File: src/rtl/exu_latency_ctrl_pkg.sv
// Shared constants for the execution-latency controller: state encodings,
// error codes and the default latency-count width.
package exu_latency_ctrl_pkg;

  localparam int LC_MAX_DELAY_WIDTH = 4;

  // 2'b00 is not a legal state. A controller found there returns to IDLE.
  typedef enum logic [1:0] {
    LC_IDLE = 2'b11,
    LC_BUSY = 2'b01,
    LC_VAR  = 2'b10
  } lc_state_e;

  localparam logic [1:0] LC_ERR_NONE    = 2'b00;
  localparam logic [1:0] LC_ERR_ZERO    = 2'b01;
  localparam logic [1:0] LC_ERR_TIMEOUT = 2'b10;
  localparam logic [1:0] LC_ERR_SPUR    = 2'b11;

endpackage

File: src/rtl/exu_latency_ctrl_perf_cnt.sv
// Free-running performance counter. It wraps modulo 2^W, and a clear takes
// priority over an increment.
module exu_perf_cnt #(
  parameter int W = 32
) (
  input  logic         clk,
  input  logic         rst_n,
  input  logic         i_inc,
  input  logic         i_clr,
  output logic [W-1:0] o_cnt
);

  logic [W-1:0] r_cnt;

  // Count up when enabled. A clear always wins.
  always_ff @(posedge clk or negedge rst_n) begin
    if (!rst_n)     r_cnt <= '0;
    else if (i_clr) r_cnt <= '0;
    else if (i_inc) r_cnt <= r_cnt + W'(1);
  end

  assign o_cnt = r_cnt;

endmodule

File: src/rtl/exu_latency_ctrl.sv
// Execution-latency controller. It decides when the current instruction has
// completed and grants exu_ready, which enables the PC/IR refresh.
//
// state | meaning
// IDLE  | no instruction in flight; the next valid IR issues at once
// BUSY  | fixed-latency IR; completes when count reaches target
// VAR   | variable-latency IR; completes on unit_done, or times out at count max
module exu_latency_ctrl
  import exu_latency_ctrl_pkg::*;
#(
  parameter int CNT_W  = LC_MAX_DELAY_WIDTH,
  parameter int PERF_W = 32
) (
  input  logic              clk,
  input  logic              rst_n,
  input  logic [CNT_W-1:0]  lc_i_pc_cycle,
  input  logic              lc_i_var_lat,
  input  logic              lc_i_ifu_valid,
  input  logic              lc_i_unit_done,
  input  logic              lc_i_stall,
  input  logic              lc_i_flush,
  input  logic              lc_i_err_clr,
  input  logic              lc_i_perf_clr,
  output logic              lc_o_exu_ready,
  output logic [1:0]        lc_o_state,
  output logic [CNT_W-1:0]  lc_o_count,
  output logic              lc_o_delay_err,
  output logic [1:0]        lc_o_err_code,
  output logic [PERF_W-1:0] lc_o_busy_cnt,
  output logic [PERF_W-1:0] lc_o_wait_cnt
);

  localparam logic [CNT_W-1:0] CNT_ONE = CNT_W'(1);
  localparam logic [CNT_W-1:0] CNT_MAX = {CNT_W{1'b1}};

  logic [1:0]       r_state;
  logic [CNT_W-1:0] r_count;
  logic [CNT_W-1:0] r_target;
  logic             r_delay_err;
  logic [1:0]       r_err_code;

  logic [1:0]       w_state_nxt;
  logic [CNT_W-1:0] w_count_nxt;
  logic [CNT_W-1:0] w_target_nxt;
  logic             w_done_now;
  logic             w_ready;
  logic             w_legal;
  logic             w_timeout;
  logic             w_err_zero;
  logic             w_err_spur;
  logic [1:0]       w_err_code_new;
  logic             w_busy_inc;
  logic             w_wait_inc;

  // Completion detection and the issue permission.
  always_comb begin
    w_done_now = 1'b0;
    w_legal    = 1'b1;
    case (r_state)
      LC_IDLE: w_done_now = 1'b0;
      LC_BUSY: w_done_now = (r_count == r_target) & ~lc_i_stall;
      LC_VAR:  w_done_now = lc_i_unit_done & ~lc_i_stall;
      default: w_legal    = 1'b0;
    endcase
    w_ready = lc_i_ifu_valid & ~lc_i_stall & ~lc_i_flush &
              ((r_state == LC_IDLE) | w_done_now);
  end

  assign w_timeout = (r_state == LC_VAR) & (r_count == CNT_MAX) &
                     ~lc_i_unit_done & ~lc_i_stall & ~lc_i_flush;

  // Next state, count and target. The order is flush, illegal-state recovery,
  // issue, then stall hold. After those, the state handles its own progress.
  always_comb begin
    w_state_nxt  = r_state;
    w_count_nxt  = r_count;
    w_target_nxt = r_target;
    if (lc_i_flush) begin
      w_state_nxt = LC_IDLE;
      w_count_nxt = CNT_ONE;
    end else if (!w_legal) begin
      w_state_nxt = LC_IDLE;
      w_count_nxt = CNT_ONE;
    end else if (w_ready) begin
      w_state_nxt  = lc_i_var_lat ? LC_VAR : LC_BUSY;
      w_count_nxt  = CNT_ONE;
      w_target_nxt = (lc_i_pc_cycle == '0) ? CNT_ONE : lc_i_pc_cycle;
    end else if (!lc_i_stall) begin
      case (r_state)
        LC_BUSY: begin
          if (w_done_now) w_state_nxt = LC_IDLE;
          else            w_count_nxt = r_count + CNT_ONE;
        end
        LC_VAR: begin
          if (w_done_now) begin
            w_state_nxt = LC_IDLE;
          end else if (r_count == CNT_MAX) begin
            w_state_nxt = LC_IDLE;
            w_count_nxt = CNT_ONE;
          end else begin
            w_count_nxt = r_count + CNT_ONE;
          end
        end
        default: w_state_nxt = r_state;
      endcase
    end
  end

  // Error classification. A zero-cycle issue and a spurious done can occur
  // in the same cycle; the zero-cycle code is recorded.
  always_comb begin
    w_err_zero     = w_ready & (lc_i_pc_cycle == '0);
    w_err_spur     = lc_i_unit_done & (r_state != LC_VAR);
    w_err_code_new = LC_ERR_NONE;
    if (w_err_zero)      w_err_code_new = LC_ERR_ZERO;
    else if (w_err_spur) w_err_code_new = LC_ERR_SPUR;
    else if (w_timeout)  w_err_code_new = LC_ERR_TIMEOUT;
  end

  // Controller state register.
  always_ff @(posedge clk or negedge rst_n) begin
    if (!rst_n) begin
      r_state  <= LC_IDLE;
      r_count  <= CNT_ONE;
      r_target <= CNT_ONE;
    end else begin
      r_state  <= w_state_nxt;
      r_count  <= w_count_nxt;
      r_target <= w_target_nxt;
    end
  end

  // Sticky error. It keeps the first error. A clear that arrives with a new
  // error lets the new error be recorded.
  always_ff @(posedge clk or negedge rst_n) begin
    if (!rst_n) begin
      r_delay_err <= 1'b0;
      r_err_code  <= LC_ERR_NONE;
    end else if ((w_err_code_new != LC_ERR_NONE) && (!r_delay_err || lc_i_err_clr)) begin
      r_delay_err <= 1'b1;
      r_err_code  <= w_err_code_new;
    end else if (lc_i_err_clr) begin
      r_delay_err <= 1'b0;
      r_err_code  <= LC_ERR_NONE;
    end
  end

  assign w_busy_inc = (r_state == LC_BUSY) | (r_state == LC_VAR);
  assign w_wait_inc = (r_state == LC_IDLE) & ~lc_i_ifu_valid;

  exu_perf_cnt #(.W(PERF_W)) u_busy_cnt (
    .clk   (clk),
    .rst_n (rst_n),
    .i_inc (w_busy_inc),
    .i_clr (lc_i_perf_clr),
    .o_cnt (lc_o_busy_cnt)
  );

  exu_perf_cnt #(.W(PERF_W)) u_wait_cnt (
    .clk   (clk),
    .rst_n (rst_n),
    .i_inc (w_wait_inc),
    .i_clr (lc_i_perf_clr),
    .o_cnt (lc_o_wait_cnt)
  );

  assign lc_o_exu_ready = w_ready;
  assign lc_o_state     = r_state;
  assign lc_o_count     = r_count;
  assign lc_o_delay_err = r_delay_err;
  assign lc_o_err_code  = r_err_code;

endmodule

File: config.mk
export PLATFORM = sky130hd
export DESIGN_NAME = exu_latency_ctrl
export DESIGN_NICKNAME = d
export VERILOG_FILES = /design/src/rtl/exu_latency_ctrl_pkg.sv /design/src/rtl/exu_latency_ctrl_perf_cnt.sv /design/src/rtl/exu_latency_ctrl.sv
export SDC_FILE = /design/constraint.sdc
export NUM_CORES = 1
export LEC_CHECK = 0
export BUFFER_PORTS_ARGS = -buffer_cell sky130_fd_sc_hd__buf_4
export CORE_MARGIN = 3
export CORE_UTILIZATION = 25
export CTS_BUF_LIST = sky130_fd_sc_hd__clkbuf_8 sky130_fd_sc_hd__clkbuf_16
export CTS_CLUSTER_DIAMETER = 150
export DETAILED_ROUTE_END_ITERATION = 7
export HOLD_SLACK_MARGIN = 0.03
export PLACE_DENSITY = 0.47
export SYNTH_ARGS = -nofsm -noshare
export SYNTH_HDL_FRONTEND = slang
export SYNTH_SLANG_ARGS = --single-unit
File: constraint.sdc
create_clock -name clk -period 3.9 [get_ports clk]
set_clock_uncertainty 0.15 [all_clocks]
set_input_delay 0.195 -clock clk [delete_from_list [all_inputs] [get_ports clk]]
set_output_delay 0.195 -clock clk [all_outputs]
set_load 0.02 [all_outputs]
== After elaboration in Yosys (flattened, before gate mapping) ==
Cells that the tools add are included.

* Reductions and logical operators: 12
* Add/sub/neg operators: 3
* Muxes and demuxes: 31
* Bitwise operators: 18
* Equality and inequality tests: 12

{| class="wikitable"
|+ Operators with widths
! operator !! count
|-
| $mux W32 || 4
|-
| $add A32 B1 Y32 const B || 2
|-
| $mux W4 || 8
|-
| $mux W2 || 13
|-
| $ne A5 B5 Y1 const B || 3
|-
| $and A1 B1 Y1 || 12
|-
| $pmux W4 S2 || 1
|-
| $reduce_and A4 Y1 || 2
|-
| $reduce_bool A2 Y1 || 4
|-
| $ne A6 B5 Y1 const B || 1
|-
| $ne A5 B3 Y1 const B || 1
|-
| $add A4 B1 Y4 const B || 1
|-
| $eq A2 B2 Y1 const B || 2
|-
| $eq A4 B4 Y1 || 1
|-
| $eq A4 B4 Y1 const B || 1
|-
| $logic_not A4 Y1 || 1
|-
| $ne A4 B4 Y1 const B || 1
|-
| $not A1 Y1 || 4
|-
| $pmux W2 S2 || 1
|-
| $mux W1 || 3
|-
| $reduce_and A3 Y1 || 1
|-
| $reduce_or A3 Y1 || 1
|-
| $eq A2 B1 Y1 const B || 1
|-
| $ne A2 B2 Y1 const B || 1
|-
| 5 further kinds || 6
|}

* Register bits: 77
* Output and inout port bits: 74
* Logic and storage cells: 83
* Input bits: 13

== Logic depth before layout (Yosys ltp) ==
* Word-level depth: 11
* Gate-level depth with buffers: 9
* Depth with buffers taken out: 8

== By module ==
Synthesis repeated with hierarchy kept, for this count alone.

* Cell total of the unflattened synthesis: 453
* Area total of the unflattened synthesis: 4315.4 um^2

{| class="wikitable"
|+ By module, submodules not included
! module !! seq. area each (um^2) !! area each (um^2) !! cells each !! times used
|-
| exu_perf_cnt || 800.8 || 1680.4 || 176 || 2
|-
| exu_latency_ctrl || 330.3 || 954.7 || 101 || 1
|}

== Least setup slack after synthesis ==
OpenSTA, ideal clock, no wires.

* Kind: reg2reg
* Start point: reg r_state[0], in the netlist lc_o_state[0]
* End point: reg u_busy_cnt.r_cnt[29], in the netlist u_busy_cnt.o_cnt[29]
* Clock period less this slack: 2344 ps
* Path slack: 1556 ps
* Required time: 3618 ps
* Path buffers: 1
* Data arrival time: 2063 ps
* Cell stages (with the launch flop): 9
* Path through: dfstp_2 inv_1 ha_1 buf_4 and3_1 nand4_1 nor4_1 xnor2_1 nor2_1

* Longest elaborated chain between the ends: 3
* Elaborated cells on any way between the ends: 4

{| class="wikitable"
|+ RTL lines
! what !! line !! source
|-
| start, declared || exu_latency_ctrl.sv:36 || <nowiki>logic [1:0] r_state;</nowiki>
|-
| start signal, assigned || exu_latency_ctrl.sv:127 || <nowiki>r_state <= w_state_nxt;</nowiki>
|-
| $eq A2 B1 Y1 / $eq A2 B2 Y1 (equally long branches) || exu_latency_ctrl.sv:148 || <nowiki>assign w_busy_inc = (r_state == LC_BUSY) | (r_state == LC_VAR);</nowiki>
|-
| $or A1 B1 Y1 (*) || exu_latency_ctrl.sv:148 ||
|-
| $reduce_bool A2 Y1 (no source line) (*) || -- ||
|-
| end signal, assigned || exu_latency_ctrl_perf_cnt.sv:19 || <nowiki>else if (i_inc) r_cnt <= r_cnt + W'(1);</nowiki>
|-
| end, declared || exu_latency_ctrl_perf_cnt.sv:13 || <nowiki>logic [W-1:0] r_cnt;</nowiki>
|}

Every way passes the cells marked *; elsewhere a longest branch is shown, timed or not.
A chain may end at the register's enable or synchronous reset.

== Worst setup path in the final report ==
* Start point: reg r_state[0], in the netlist lc_o_state[0]
* End point: reg r_state[1], in the netlist lc_o_state[1]

* Longest elaborated chain between the ends: 8
* Elaborated cells on any way between the ends: 19

{| class="wikitable"
|+ RTL lines
! what !! line !! source
|-
| $eq A2 B2 Y1 / $eq A2 B1 Y1 (equally long branches) || exu_latency_ctrl.sv:59, exu_latency_ctrl.sv:89 ||
|-
| $pmux W1 S2 || exu_latency_ctrl.sv:59 || <nowiki>case (r_state)</nowiki>
|-
| $mux W2 || exu_latency_ctrl.sv:95 || <nowiki>if (w_done_now) begin</nowiki>
|-
| $pmux W2 S2 || exu_latency_ctrl.sv:89 || <nowiki>case (r_state)</nowiki>
|-
| $mux W2 || exu_latency_ctrl.sv:88 || <nowiki>end else if (!lc_i_stall) begin</nowiki>
|-
| $mux W2 || exu_latency_ctrl.sv:84 || <nowiki>end else if (w_ready) begin</nowiki>
|-
| $mux W2 || exu_latency_ctrl.sv:81 || <nowiki>end else if (!w_legal) begin</nowiki>
|-
| $mux W2 || exu_latency_ctrl.sv:78 || <nowiki>if (lc_i_flush) begin</nowiki>
|}

Parallel ways exist; a longest one is shown, timed or not. The select of a mux whose other input is x is not followed.

==> summary.md <==
| Metric | Value |
|---|---|
| Leakage | `2.28 nW` |
| Rows | `45` |
| Yosys warning total | `0` |
| Crit share post-route | `79.2%` |
| Largest net degree at the start of global routing | `78` |
| Die area | `17800 um2` |
| Syn Nets | `437` |
| Die width | `133 um` |
| # setup viols final | `0` |
| Top cell type by total area after synthesis | `dfrtp_1` |
| Dpl hpwl | `7120 um` |
| Clock-pin slew on the worst setup and hold paths | `0.06 ns` |
| CP Launch Point | `lc_o_state[0]` |
| Final Slew Violations | `0` |
| CTS Buf Count | `9` |
| Syn avg cell area | `9.72 um2` |
| Worst setup endpoint | `lc_o_state[1]` |
| CTS root buf | `clkbuf_16` |
| Synth async-reset ratio | `100%` |
| Longest Clk Path Bufs | `2` |
| Vias in the first global route | `3243` |
| DR pass1 iterations | `4` |
| Synthesized flop and latch total | `77` |
| Initial Utilization | `26.1%` |
| Yosys top cell area share | `45.1%` |
| Synth Flop Type | `dfrtp_1` |
| Setup Fix Bufs, Post-CTS | `0` |
| Sequential fraction of the synthesis area | `47.7%` |
| Final number of hold-violating endpoints | `0` |
| Boundary Pins | `87` |
| RSZ-0062 raised after global routing | `false` |
| Post-Layout Cell Count | `726` |
| WP data arrival | `3.20 ns` |
| Syn Inst Count | `417` |
| Crit end category | `register` |
| Setup TNS after final layout | `0 ns` |
| Final core occ | `34.2%` |
| Filler cell count | `1661` |
| Core area | `15500 um2` |
| Global route total overflow | `0` |
| Number of buffers added on ports | `86` |
| Kind of critical path | `register to register` |
| H-tree lvl count | `3` |
| WL per Instance | `14.3 um` |
| 1st-iter DRT viols | `190` |
| Mapped Area | `4050 um2` |
| Yosys cell types | `42` |
| Gpl congestion | `0.784` |
| Status | `complete, no violations` |
| Total routed wirelength | `10400 um` |
| Reg-to-Reg End | `lc_o_state[1]` |
| Reg2Reg Setup Slack | `0.81 ns` |
| Crit path required time | `4.02 ns` |
| Startpoint types | `register` |
| Initial antenna violation count | `0` |
| Clk_lat worst skew | `0.34 ns` |
| Area grow syn2layout | `31.3%` |
| Vias post-DR | `3312` |
| Post-synth EDFFs | `0` |
| Inst Count DP | `700` |
| Worst Path Max Fanout | `8` |
| Clk sinks | `77` |
| Pwr Density | `364 nW/um2` |
| Top-count cell post-synth | `dfrtp_1` |
| Max_cap viols | `0` |
| Hold WC Path Type | `input port to register` |
| CTS tree | `built` |
| Die Height | `133 um` |
| ANT nets after route | `0` |
| Multi-input gate area | `2000 um2` |
| Worst r2r src | `lc_o_state[0]` |
| First-pass GRT wire length | `17300 um` |
| Synth top area cells | `dfrtp_1, xnor2_1, nor2_1, xor2_1, nor3_1` |
| Commonest cells post-synth | `dfrtp_1, nor2_1, xnor2_1` |
| Slew @ Worst Pin | `1.03 ns` |
| Storage element area | `1930 um2` |
| Max Fclk | `324 MHz` |
| Tmin final | `3.09 ns` |
| Worst R2R Path Depth | `8` |
| Share of cells above drive strength 1 | `24.1%` |
| Highest ir drop seen on vdd | `0.187 mV` |
| Number of nets in the layout | `530` |
| Global Route Usage Sum | `12.2%` |
| Max_slew headroom | `31.3%` |
| Vias per cell | `4.56` |
| # DRC | `0` |
| Ant. Diodes | `0` |
[logic make-up after synthesis]
logic type,Yosys count,share of synthesized area (%)
AO/OA/AOI/OAI,28,4.17
multiplexers,8,2.10
XOR/XNOR,60,13.0
buffers and inverters,28,2.93
adder cells (fa/ha/maj),7,2.16
flip-flops,77,47.7
AND/OR/NAND/NOR,209,28.0
[how the worst min path moves through the flow]
stage / from / end / slack (ns) / cells past startpoint
after global routing: lc_i_pc_cycle[0] / r_target[0] / 0.07 / 3
after detailed placement: lc_i_err_clr / lc_o_err_code[1] / 0.29 / 2
final: lc_i_pc_cycle[0] / r_target[0] / 0.07 / 3
after CTS: lc_i_flush / lc_o_state[0] / 0.04 / 3
after global placement: lc_i_err_clr / lc_o_err_code[1] / 0.28 / 2
after floorplan: rst_n / lc_o_count[1] / -0.25 / 0
[cell usage in the layout, fill, tap and decap left out, types with 10 or more instances in the layout]
cell           count
a21oi_1           11
and3_1            11
buf_4             86
dfrtp_1           73
dlygate4sd3_1     10
inv_1             13
nand2_1           20
nand3_1           21
nand4_1           16
nor2_1            69
nor3_1            22
or3_1             13
xnor2_1           40
xor2_1            20
[what timing repair did]
action / CTS / global route
hold endpoints to repair: 79 / 0
resized for setup: 0 / 0
hold buffers: 10 / 0
[per-layer routing]
layer / part of all wire [%] / vias to the layer above / GRT usage, % / wire length, um
li1: - / 1641 / - / -
met1: 47 / 1592 / 16.1 / 4920
met2: 45 / 74 / 18.4 / 4680
met3: 6.9 / 5 / 4.95 / 717
met4: 0.73 / 0 / 3.43 / 76
met5: 0 / - / 0 / 0
[sequential cells by signal, indices dropped and copies added, names as in the netlist]
name              count
lc_o_count            4
u_wait_cnt.o_cnt     32
lc_o_err_code         2
lc_o_state            2
r_target              4
u_busy_cnt.o_cnt     32
lc_o_delay_err        1
[through the flow]
stage | setup WS, ns | hold WS [ns] | instance area [um2] | power, mW
5_1_grt | 0.625 | 0.0695 | 5320 | 2.02
3_5_place_dp | 1.19 | 0.285 | 4890 | 1.02
4_1_cts | 0.853 | 0.0428 | 5320 | 1.97
3_3_place_gp | 1.28 | 0.285 | 4890 | 1.02
6_report | 0.812 | 0.0688 | 5320 | 1.93
2_1_floorplan | 1.56 | -0.251 | 4050 | 0.951
[final cells by class]
cell class / count / area share (%)
sequential: 77 / 36.3
inverter: 14 / 0.988
tap: 211 / 4.96
timing repair buffer: 96 / 14.0
clock buffer: 10 / 4.49
multi-input combinational: 312 / 37.6
clock inverter: 6 / 1.62
[power breakdown]
part	internal, mW	switching, mW
Sequential	0.825	0.0227
Clock	0.577	0.348
Combinational	0.0709	0.0907
[critical path, cell delays in order (launching register included)]
cell and delay (ns):
dfstp_2 0.57, inv_1 0.07, ha_1 0.45, a31o_2 0.21, nand3_2 0.15, nor4_1 0.22
dlygate4sd3_1 0.59, a21oi_1 0.04, dlygate4sd3_1 0.56
Power figures use the tool's default switching activity.
